--- src/rtl/idex_buffer.sv ---
// ID/EX pipeline register: registers decode's bundle for execute, replays
// push/pop-PC instructions for a second cycle and inserts bubbles on flush.
module idex_buffer #(
    parameter int CTRL_W = 26
) (
    input  logic              i_clk,
    input  logic              i_reset,
    input  logic              i_hold,
    input  logic              i_flush,
    input  logic [CTRL_W-1:0] i_ctrl,
    input  logic              i_push_pc,
    input  logic              i_pop_pc,
    input  logic [15:0]       i_data1,
    input  logic [15:0]       i_data2,
    input  logic [15:0]       i_immediate,
    input  logic [15:0]       i_sh_amount,
    input  logic [2:0]        i_rd,
    input  logic [2:0]        i_rs,
    input  logic [2:0]        i_write_addr,
    input  logic [31:0]       i_pc,
    output logic [CTRL_W-1:0] o_ctrl,
    output logic              o_push_pc,
    output logic              o_pop_pc,
    output logic [15:0]       o_data1,
    output logic [15:0]       o_data2,
    output logic [15:0]       o_immediate,
    output logic [15:0]       o_sh_amount,
    output logic [2:0]        o_rd,
    output logic [2:0]        o_rs,
    output logic [2:0]        o_write_addr,
    output logic [31:0]       o_pc,
    output logic              o_hazard_state,
    output logic              o_stall
);

    typedef enum logic [1:0] {
        IDLE   = 2'd0,
        FIRST  = 2'd1,
        SECOND = 2'd2
    } state_t;

    typedef struct packed {
        logic [CTRL_W-1:0] ctrl;
        logic              push_pc;
        logic              pop_pc;
        logic [15:0]       data1;
        logic [15:0]       data2;
        logic [15:0]       immediate;
        logic [15:0]       sh_amount;
        logic [2:0]        rd;
        logic [2:0]        rs;
        logic [2:0]        write_addr;
        logic [31:0]       pc;
    } bundle_t;

    state_t  state_q, state_d;
    bundle_t bundle_q, bundle_d;
    bundle_t bundle_in;

    assign bundle_in = '{
        ctrl:       i_ctrl,
        push_pc:    i_push_pc,
        pop_pc:     i_pop_pc,
        data1:      i_data1,
        data2:      i_data2,
        immediate:  i_immediate,
        sh_amount:  i_sh_amount,
        rd:         i_rd,
        rs:         i_rs,
        write_addr: i_write_addr,
        pc:         i_pc
    };

    always_comb begin
        // NOTE: defaults first so every path assigns every signal; no latches.
        state_d  = state_q;
        bundle_d = bundle_q;
        if (i_hold) begin
            state_d  = state_q;
        end else if (state_q == FIRST) begin
            // The held push/pop instruction always completes; flush waits.
            state_d  = SECOND;
        end else if (i_flush) begin
            bundle_d = '0;
            state_d  = IDLE;
        end else begin
            bundle_d = bundle_in;
            state_d  = (i_push_pc || i_pop_pc) ? FIRST : IDLE;
        end
    end

    // NOTE: sequential state uses non-blocking assignments only.
    always_ff @(posedge i_clk) begin
        if (!i_reset) begin
            state_q  <= IDLE;
            bundle_q <= '0;
        end else begin
            state_q  <= state_d;
            bundle_q <= bundle_d;
        end
    end

    assign o_ctrl         = bundle_q.ctrl;
    assign o_push_pc      = bundle_q.push_pc;
    assign o_pop_pc       = bundle_q.pop_pc;
    assign o_data1        = bundle_q.data1;
    assign o_data2        = bundle_q.data2;
    assign o_immediate    = bundle_q.immediate;
    assign o_sh_amount    = bundle_q.sh_amount;
    assign o_rd           = bundle_q.rd;
    assign o_rs           = bundle_q.rs;
    assign o_write_addr   = bundle_q.write_addr;
    assign o_pc           = bundle_q.pc;
    assign o_hazard_state = (state_q == SECOND);
    assign o_stall        = (state_q == FIRST);

endmodule
--- config.mk ---
export PLATFORM = sky130hd
export DESIGN_NAME = idex_buffer
export DESIGN_NICKNAME = d
export VERILOG_FILES = /design/src/rtl/idex_buffer.sv
export SDC_FILE = /design/constraint.sdc
export NUM_CORES = 1
export LEC_CHECK = 0
export ABC_AREA = 0
export BUFFER_PORTS_ARGS = -buffer_cell sky130_fd_sc_hd__buf_2
export CAP_MARGIN = 20
export CELL_PAD_IN_SITES_DETAIL_PLACEMENT = 1
export CELL_PAD_IN_SITES_GLOBAL_PLACEMENT = 2
export CORE_UTILIZATION = 29
export DETAILED_ROUTE_END_ITERATION = 12
export PLACE_DENSITY_LB_ADDON = 0.1
export SETUP_SLACK_MARGIN = 0.4
export SLEW_MARGIN = 20
export SYNTH_ARGS = -nofsm -noshare
export SYNTH_HDL_FRONTEND = slang
export SYNTH_SLANG_ARGS = --single-unit
--- constraint.sdc ---
create_clock -name i_clk -period 4.2 [get_ports i_clk]
set_clock_uncertainty 0.15 [all_clocks]
set_input_delay 0.21 -clock i_clk [delete_from_list [all_inputs] [get_ports i_clk]]
set_output_delay 0.21 -clock i_clk [all_outputs]
set_load 0.01 [all_outputs]
[Word-level counts from Yosys, hierarchy flattened]
Cells that the tools add are included.
Word-level totals
  bits in registers: 135
  input port bits: 137
  output and inout bits: 135
  word-level logic and storage cells: 22
Operators by class
  eq/ne operators: 2
  multiplexer cells: 4
  bitwise gates (word level): 2
  reduce and logical (&&, ||, !) cells: 2
Operators by type and width (count)
  $mux 133: 1
  $eq 2x1->1 const B: 1
  $eq 2x2->1 const B: 1
  $mux 1: 2
  $mux 2: 1
  $not 1->1: 2
  $reduce_and 2->1: 1
  $logic_or 1x1->1: 1

[Logic depth before layout (Yosys ltp)]
Gate-level depths: netlist (run 1).
  word-level depth: 4
  mapped depth: 7
  gate-level depth less buffers: 3

[Worst setup path before layout (run 1)]
No wires, ideal clock.
  kind: register -> register
  start: register state_q[0]
  end: register bundle_q (netlist bit o_ctrl[0])
  library setup time: 0.067 ns
  arrival: 1.292 ns
  required time: 3.983 ns
  path slack: 2.691 ns
  cell stages (with the launch flop): 8
  path buffers: 4
  clock period less this slack: 1.509 ns
  path through: dfxtp_1 -> nor2b_1 -> buf_6 -> or2_1 -> buf_2 -> buf_6 -> buf_6 -> o21ai_2
On the way
  cells in the longest elaborated chain, start to end: 3
Ends and longest elaborated chain
  start, declared: RTL line 56  | state_t state_q, state_d;
  start signal, assigned: RTL line 98  | state_q <= state_d;
  $eq 2x1->1: RTL line 80  | end else if (state_q == FIRST) begin
  $not 1->1 (no line)
  $reduce_and 2->1 (no line)
  end signal, assigned: RTL line 99  | bundle_q <= bundle_d;
  end, declared: RTL line 57  | bundle_t bundle_q, bundle_d;
No other way between the ends.
A chain may end at the register's enable or synchronous reset.

[Worst setup path in the final report (run 1)]
  start: register state_q[0]
  end: register bundle_q (netlist bit o_immediate[6])
Same word-level chain as after synthesis.

==> key figures, run 1 <==
Worst setup path
  – Crit path max fanout: between 70 and 80
  – WS Path Type: register to register
  – Critical Path Source Type: register
  – Arrival time worst endpoint: between 2 and 3 ns
  – CP Data Required Time: 4.39 ns
  – Worst setup EP type: register
  – Worst R2R Setup Slack: roughly 1.7 ns

Clock tree
  – Clock slew at reported path FFs: about 0.06 ns
  – Hold Buf Count CTS: between 100 and 150
  – Inserted Clock Buffers: 17
  – Setup repair bufs after CTS: 0
  – Clock Tree Buf Depth: 2
  – Post-cts sizing count: 0
  – H-tree levels: 4
  – Clk Latency, worst-skew pair: around 0.41 ns
  – Root buf cell: clkbuf_16
  – Sink Count: 135
  – CTS tree: yes

Synthesis
  – Post-Syn Nets: between 700 and 800
  – Dominant cell type by area after synthesis: dfxtp_1
  – Post-Syn Instances: around 630
  – Warning count from the yosys run: 0
  – Sequential-to-total area share from yosys stat: ~44%
  – Most frequent cell after synthesis: dfxtp_1
  – Synth Register Bits: between 100 and 150
  – Number of flops mapped to enable cells by yosys: 0
  – Synth top area share: about 44%
  – Synth area leaders: dfxtp_1 44%, nand3b_1 16%, o211ai_1 16%
  – Top_reg_cell synth: dfxtp_1
  – Syn Area/Cell: about 9.6 um^2
  – Post-synth top cells: 135 x dfxtp_1, 133 x nand3b_1, 132 x o211ai_1
  – Async SR Flop Fraction: 0%
  – Post-synthesis cell type count: 18
  – Syn Std Cell Area: between 6000 and 7000 um^2

Placement
  – Gpl congestion: between 0.7 and 0.8
  – Number of buffer cells added on primary ports: around 270
  – Hpwl dp: about 13000 um
  – Placed cell count: around 1100

Global route
  – Initial antenna violation count: 1
  – Total track usage: between 20% and 30%
  – First-pass GRT wire length: 35800 um
  – Remaining Overflow, GRT: 0
  – Vias in the first global route: between 6000 and 7000
  – Largest net degree at the start of global routing: around 120

Timing
  – Tmin final: ~2.5 ns
  – Pins Over Slew Limit: 0
  – WHS: 0.170 ns
  – Actual slew at the worst max-slew pin: 0.885 ns
  – Max Freq: around 400 MHz
  – Final period utilization: about 59%
  – RSZ-0062 raised after global routing: false
  – Setup TNS: 0 ns
  – Fin. Hold Viols: 0
  – Slew HR: approximately two fifths
  – Final setup violation count: 0

Flow run
  – # Max-Cap Violations: 0

Cells and area
  – Layout cells sized above 1: 38.9%
  – Final nets: about 1100
  – Area Growth Syn to Fin: 55.4%
  – Finished Layout Cells: approximately 1300

Die
  – Die area: ~22000 um^2
  – Core area: 20400 um^2
  – Chip width: 147 um
  – Chip height: 147 um
  – # rows: 52
  – Starting Density: about 30%
  – Ports: around 270

Power
  – Static Leak: 3.91 nW
  – Power Dens Cells: roughly 370 nW/um^2
  – Worst vdd ir: around 240 uV

Drt
  – Via Count: 6364
  – WL final: 22400 um
  – Initial DRC count: 258
  – Drt wl/cell: 17.7 um
  – Routed Antenna Nets: 0
  – # DRC: 0
  – DRT Pass-1 Iters: 4
  – Vias per Instance: between 5 and 6

Status
  – Outcome: complete, no violations

Hold path
  – Worst hold path class: input pin to register
-- registers in the layout (all words and copies together) (netlist names) --
register	flops
o_push_pc	1
o_rs	3
o_data2	16
o_rd	3
state_q	2
o_ctrl	26
o_pop_pc	1
o_sh_amount	16
o_data1	16
o_immediate	16
o_pc	32
o_write_addr	3
-- per-layer routing --
layer,share of wire (%),wire length (um),GRT usage [%],up-vias
met5,0,0,0,-
met4,1.6,357,6.34,0
met3,5.4,1210,5.31,30
met2,50,11200,36.9,169
met1,43,9540,23.9,3077
li1,-,-,-,3088
-- where the power goes --
part | total [mW] | internal (mW) | switching (mW) | leakage, nW
Sequential | 1.36 | 1.34 | 0.0288 | 1.10
Combinational | 0.498 | 0.232 | 0.266 | 2.50
Clock | 1.66 | 1.06 | 0.599 | 0.306
-- kinds of logic (layout without fill, tap and decap cells) --
kind of cell	after synthesis	count (layout)	synth area share (%)
AOI/OAI and AO/OA	266	266	31.7
and+or+nand+nor	143	143	17.1
DFF	135	135	44.3
buffers and inverters	89	447	6.73
muxes	1	1	0.164
other	0	1	0
-- final timing paths --
kind	from	to	depth (start not counted)
worst max-delay path	state_q[0]	o_immediate[6]	5
worst min register to register	o_ctrl[20]	o_ctrl[20]	2
worst max register to register	state_q[0]	o_immediate[6]	5
worst min-delay path	i_flush	o_ctrl[24]	3
-- worst max-delay path, stage by stage (launching register included) --
cell	delay, ns
dfxtp_1	0.37
nor2b_4	0.16
buf_4	0.57
buf_4	0.74
o211ai_1	0.22
o21ai_2	0.10
-- cell usage in the layout, fill, tap and decap left out --
| master | count |
|---|---|
| dlygate4sd3_1 | 133 |
| o21ai_0 | 62 |
| nand2_1 | 4 |
| nor2b_1 | 1 |
| inv_6 | 3 |
| or2_4 | 1 |
| diode_2 | 1 |
| bufinv_16 | 5 |
| clkinvlp_4 | 4 |
| nor2b_4 | 1 |
| mux2i_1 | 1 |
| clkinv_2 | 2 |
| nand3b_1 | 133 |
| buf_6 | 1 |
| nor2_1 | 2 |
| o211ai_1 | 132 |
| o41ai_1 | 1 |
| o21ai_2 | 70 |
| and2_1 | 1 |
| clkbuf_16 | 17 |
| clkinv_4 | 1 |
| dfxtp_1 | 135 |
| buf_4 | 11 |
| buf_12 | 1 |
| buf_2 | 269 |
| a21boi_0 | 1 |
-- per-stage QoR --
step	cell area, um^2	util, %	setup WS, ns	power (mW)
after global placement	7500	36.7	1.71	1.78
after global routing	9480	46.4	1.56	3.67
after floorplan	6100	-	2.69	1.62
after CTS	9480	46.4	1.71	3.57
final	9480	46.4	1.73	3.52
after detailed placement	7500	36.7	1.68	1.79
-- area by class of cell --
cell class,count,area [um^2]
fill,2388,10900
multi-input combinational,410,3000
timing repair buffer,415,2790
sequential,135,2700
clock buffer,17,425
tap,270,338
clock inverter,15,225
antenna,1,2.50
(Power assumes the default switching activity.)
==> inputs of run 2 (changes only) <==
ABC_AREA = 1   (was 0)
CORE_UTILIZATION = 23   (was 29)
clock period = 2.4 ns   (was 4.2 ns; I/O delays follow)
==> run 2 against run 1 <==
Final cell count grew 0.32%. Sequential power grew 86%. Fmax up 38%. Combinational power up 110%. Sequential share of layout area increased by 3.8 points. Count of clock-buffer cells in the layout grew 3. Utilization fell by 5.2 points. Die area fell by 1.0%. Non-clock buffer count fell by 3. Total power rose by 84%. Clock power is 75% higher. Critical path type unchanged. Largest cell class is now buffers. Highest routed layer unchanged.
==> key figures, run 2 <==
Die
  – Chip height: 146 um (was 147 um)
  – # rows: 52 (unchanged)
  – Chip width: 146 um (was 147 um)
  – Die area: 21400 um^2 (was 21600 um^2)
  – Ports: 272 (unchanged)
  – Starting Density: 23.6% (was 29.9%)
  – Core area: 20300 um^2 (was 20400 um^2)

Global route
  – Total track usage: 16.9% (was 20.6%)
  – Most used routing layer: met2 (unchanged)
  – Vias in the first global route: 5682 (was 6897)
  – First-pass GRT wire length: 28700 um (was 35800 um)
  – Initial antenna violation count: 0 (was 1)
  – Met2 Usage GRT: 29.7% (was 36.9%)
  – Met3 usage: 4.97% (was 5.31%)
  – Met1 Use GR: 19.1% (was 23.9%)
  – Largest net degree at the start of global routing: 117 (unchanged)
  – Remaining Overflow, GRT: 0 (unchanged)

Synthesis
  – Sequential-to-total area share from yosys stat: 56.5% (was 44.3%)
  – Post-synthesis cell type count: 16 (was 18)
  – Post-Syn Instances: 593 (was 634)
  – Number of flops mapped to enable cells by yosys: 0 (unchanged)
  – Post-Syn Nets: 730 (was 771)
  – Synth top area share: 56.5% (was 44.3%)
  – Top_reg_cell synth: dfxtp_1 (unchanged)
  – Post-synth top cells: 153 x nand2_1, 135 x dfxtp_1, 118 x nor2_1 (was 135 x dfxtp_1, 133 x nand3b_1, 132 x o211ai_1)
  – Syn Area/Cell: 8.07 um^2 (was 9.62 um^2)
  – Syn Std Cell Area: 4790 um^2 (was 6100 um^2)
  – Most frequent cell after synthesis: nand2_1 (was dfxtp_1)
  – Synth area leaders: dfxtp_1 56%, nand2_1 12%, a21oi_1 10% (was dfxtp_1 44%, nand3b_1 16%, o211ai_1 16%)
  – Warning count from the yosys run: 0 (unchanged)
  – Async SR Flop Fraction: 0% (unchanged)
  – Dominant cell type by area after synthesis: dfxtp_1 (unchanged)
  – Synth Register Bits: 135 (unchanged)

Clock tree
  – Clock slew at reported path FFs: 0.07 ns (was 0.06 ns)
  – CTS tree: yes (unchanged)
  – Inserted Clock Buffers: 17 (unchanged)
  – Clock Tree Buf Depth: 2 (unchanged)
  – Sink Count: 135 (unchanged)
  – H-tree levels: 4 (unchanged)
  – Root buf cell: clkbuf_16 (unchanged)
  – Clk Latency, worst-skew pair: 0.41 ns (about the same)

Cells and area
  – Commonest cells after routing, fill and taps aside: 271 x buf_2, 153 x nand2_1, 136 x dlygate4sd3_1 (was 269 x buf_2, 135 x dfxtp_1, 133 x nand3b_1, 133 x dlygate4sd3_1, 132 x o211ai_1)
  – Layout cells sized above 1: 33.8% (was 38.9%)
  – Finished Cell Area: 8370 um^2 (was 9480 um^2)
  – Commonest non-fill, non-tap cell in the layout: buf_2 (unchanged)
  – Final nets: 1121 (was 1116)
  – Final core occ: 41.2% (was 46.4%)
  – Area Growth Syn to Fin: 74.8% (was 55.4%)
  – Max FFs per register: 32 (unchanged)
  – Finished Layout Cells: 1267 (was 1263)
  – Antenna fix cells: 0 (was 1)

Drt
  – Initial DRC count: 145 (was 258)
  – Vias per Instance: 4.22 (was 5.04)
  – # DRC: 0 (unchanged)
  – Drt wl/cell: 14.2 um (was 17.7 um)
  – WL final: 18000 um (was 22400 um)
  – DRT Pass-1 Iters: 4 (unchanged)
  – Routed Antenna Nets: 0 (unchanged)
  – Via Count: 5342 (was 6364)

Timing
  – Actual slew at the worst max-slew pin: 0.607 ns (was 0.885 ns)
  – Slew HR: 59.5% (was 41.0%)
  – Final setup violation count: 0 (unchanged)
  – Final period utilization: 74.6% (was 58.8%)
  – Pins Over Slew Limit: 0 (unchanged)
  – Fin. Hold Viols: 0 (unchanged)
  – Setup TNS: 0 ns (unchanged)
  – Tmin final: 1.79 ns (was 2.47 ns)
  – RSZ-0062 raised after global routing: false (unchanged)
  – Max Freq: 558 MHz (was 405 MHz)

Hold path
  – Worst hold path class: input pin to register (unchanged)
  – Hold depth: 3 (unchanged)
  – Hold Crit Endpoint: o_pc[31] (was o_ctrl[24])
  – Min-delay src: i_reset (was i_flush)

Worst setup path
  – Worst r2r src: state_q[0] (unchanged)
  – WS Path Type: register to register (unchanged)
  – CP Data Required Time: 2.59 ns (was 4.39 ns)
  – Critical R2R Capture: o_data1[7] (was o_immediate[6])
  – Crit path max fanout: 44 (was 71)
  – Arrival time worst endpoint: 1.98 ns (was 2.66 ns)
  – Worst R2R Setup Slack: 0.61 ns (was 1.73 ns)
  – Reg2Reg Depth: 5 (unchanged)
  – Worst setup EP type: register (unchanged)
  – Critical Path Source Type: register (unchanged)

Power
  – Power Dens Cells: 774 nW/um^2 (was 371 nW/um^2)
  – Worst vdd ir: 442 uV (was 235 uV)
  – Static Leak: 4.03 nW (was 3.91 nW)

Placement
  – Hpwl dp: 11300 um (was 13300 um)
  – Placed cell count: 1099 (was 1097)
  – Gpl congestion: 0.721 (was 0.734)
  – Placed inst area: 6350 um^2 (was 7500 um^2)
  – Number of buffer cells added on primary ports: 271 (unchanged)

Flow run
  – # Max-Cap Violations: 0 (unchanged)

Status
  – Outcome: complete, no violations (unchanged)
## run 2: cell types whose count changed after synthesis, sizes merged, moves of 9 or more
cell    delta
nor2     +118
clkbuf    -58
o21ai    -132
buf        +9
nand2    +152
nand3     +17
nand3b   -133
o211ai   -132
a21oi    +119
## run 2: per-stage QoR
| step | setup WS, ns | power [mW] | hold WS (ns) |
|---|---|---|---|
| finish | 0.608 | 6.48 | 0.0111 |
| detailed placement | 0.546 | 3.45 | 0.166 |
| floorplan | 1.09 | 3.03 | 0.0659 |
| global placement | 0.581 | 3.42 | 0.161 |
| CTS | 0.588 | 6.57 | 0.000317 |
| global route | 0.469 | 6.80 | 0.0225 |
## run 2: worst max path at each step
stage                     from         end  slack [ns]  cells past startpoint
floorplan           state_q[1]   o_ctrl[0]        1.09                      6
global placement       i_reset  state_q[0]        0.58                      8
detailed placement     i_reset  state_q[0]        0.55                      8
CTS                 state_q[0]     o_pc[2]        0.59                      5
global route        state_q[0]     o_pc[2]        0.47                      5
finish              state_q[0]  o_data1[7]        0.61                      5
## run 2: logic make-up after synthesis
| family | after synthesis | synth area share, % |
|---|---|---|
| compound gates | 119 | 14.1 |
| simple gates | 293 | 24.3 |
| buf+inv | 46 | 5.18 |
| flops | 135 | 56.5 |
## run 2: critical path, cell delays in order (launching register included)
cell,delay [ns]
dfxtp_1,0.43
nand2_2,0.12
nand2_4,0.22
nand2_4,0.29
buf_12,0.31
a21oi_1,0.17
## run 2: metal layers
metal,up-vias,routed length (um)
met1,2464,7820
met3,20,1100
met5,-,0
li1,2688,-
met4,0,404
met2,170,8670
## run 2: power breakdown
group / leakage [nW] / switching, mW / internal [mW]
logic: 2.59 / 0.545 / 0.493
registers: 1.12 / 0.0952 / 2.44
clock network: 0.320 / 1.01 / 1.90
total: 4.03 / 1.65 / 4.83
## run 2: what timing repair did
item / 4_1_cts / 5_1_grt
hold endpoints to repair: 135 / 0
buffers inserted: 0 / 0
hold buffers: 136 / 0
gates resized for setup: 0 / 0
## run 2: final cells by class
cell class	count	area, um^2
inverter	6	22.5
multi-input combinational	412	1840
clock inverter	12	199
fill	2500	11900
timing repair buffer	412	2810
sequential	135	2700
clock buffer	20	457
tap	270	338
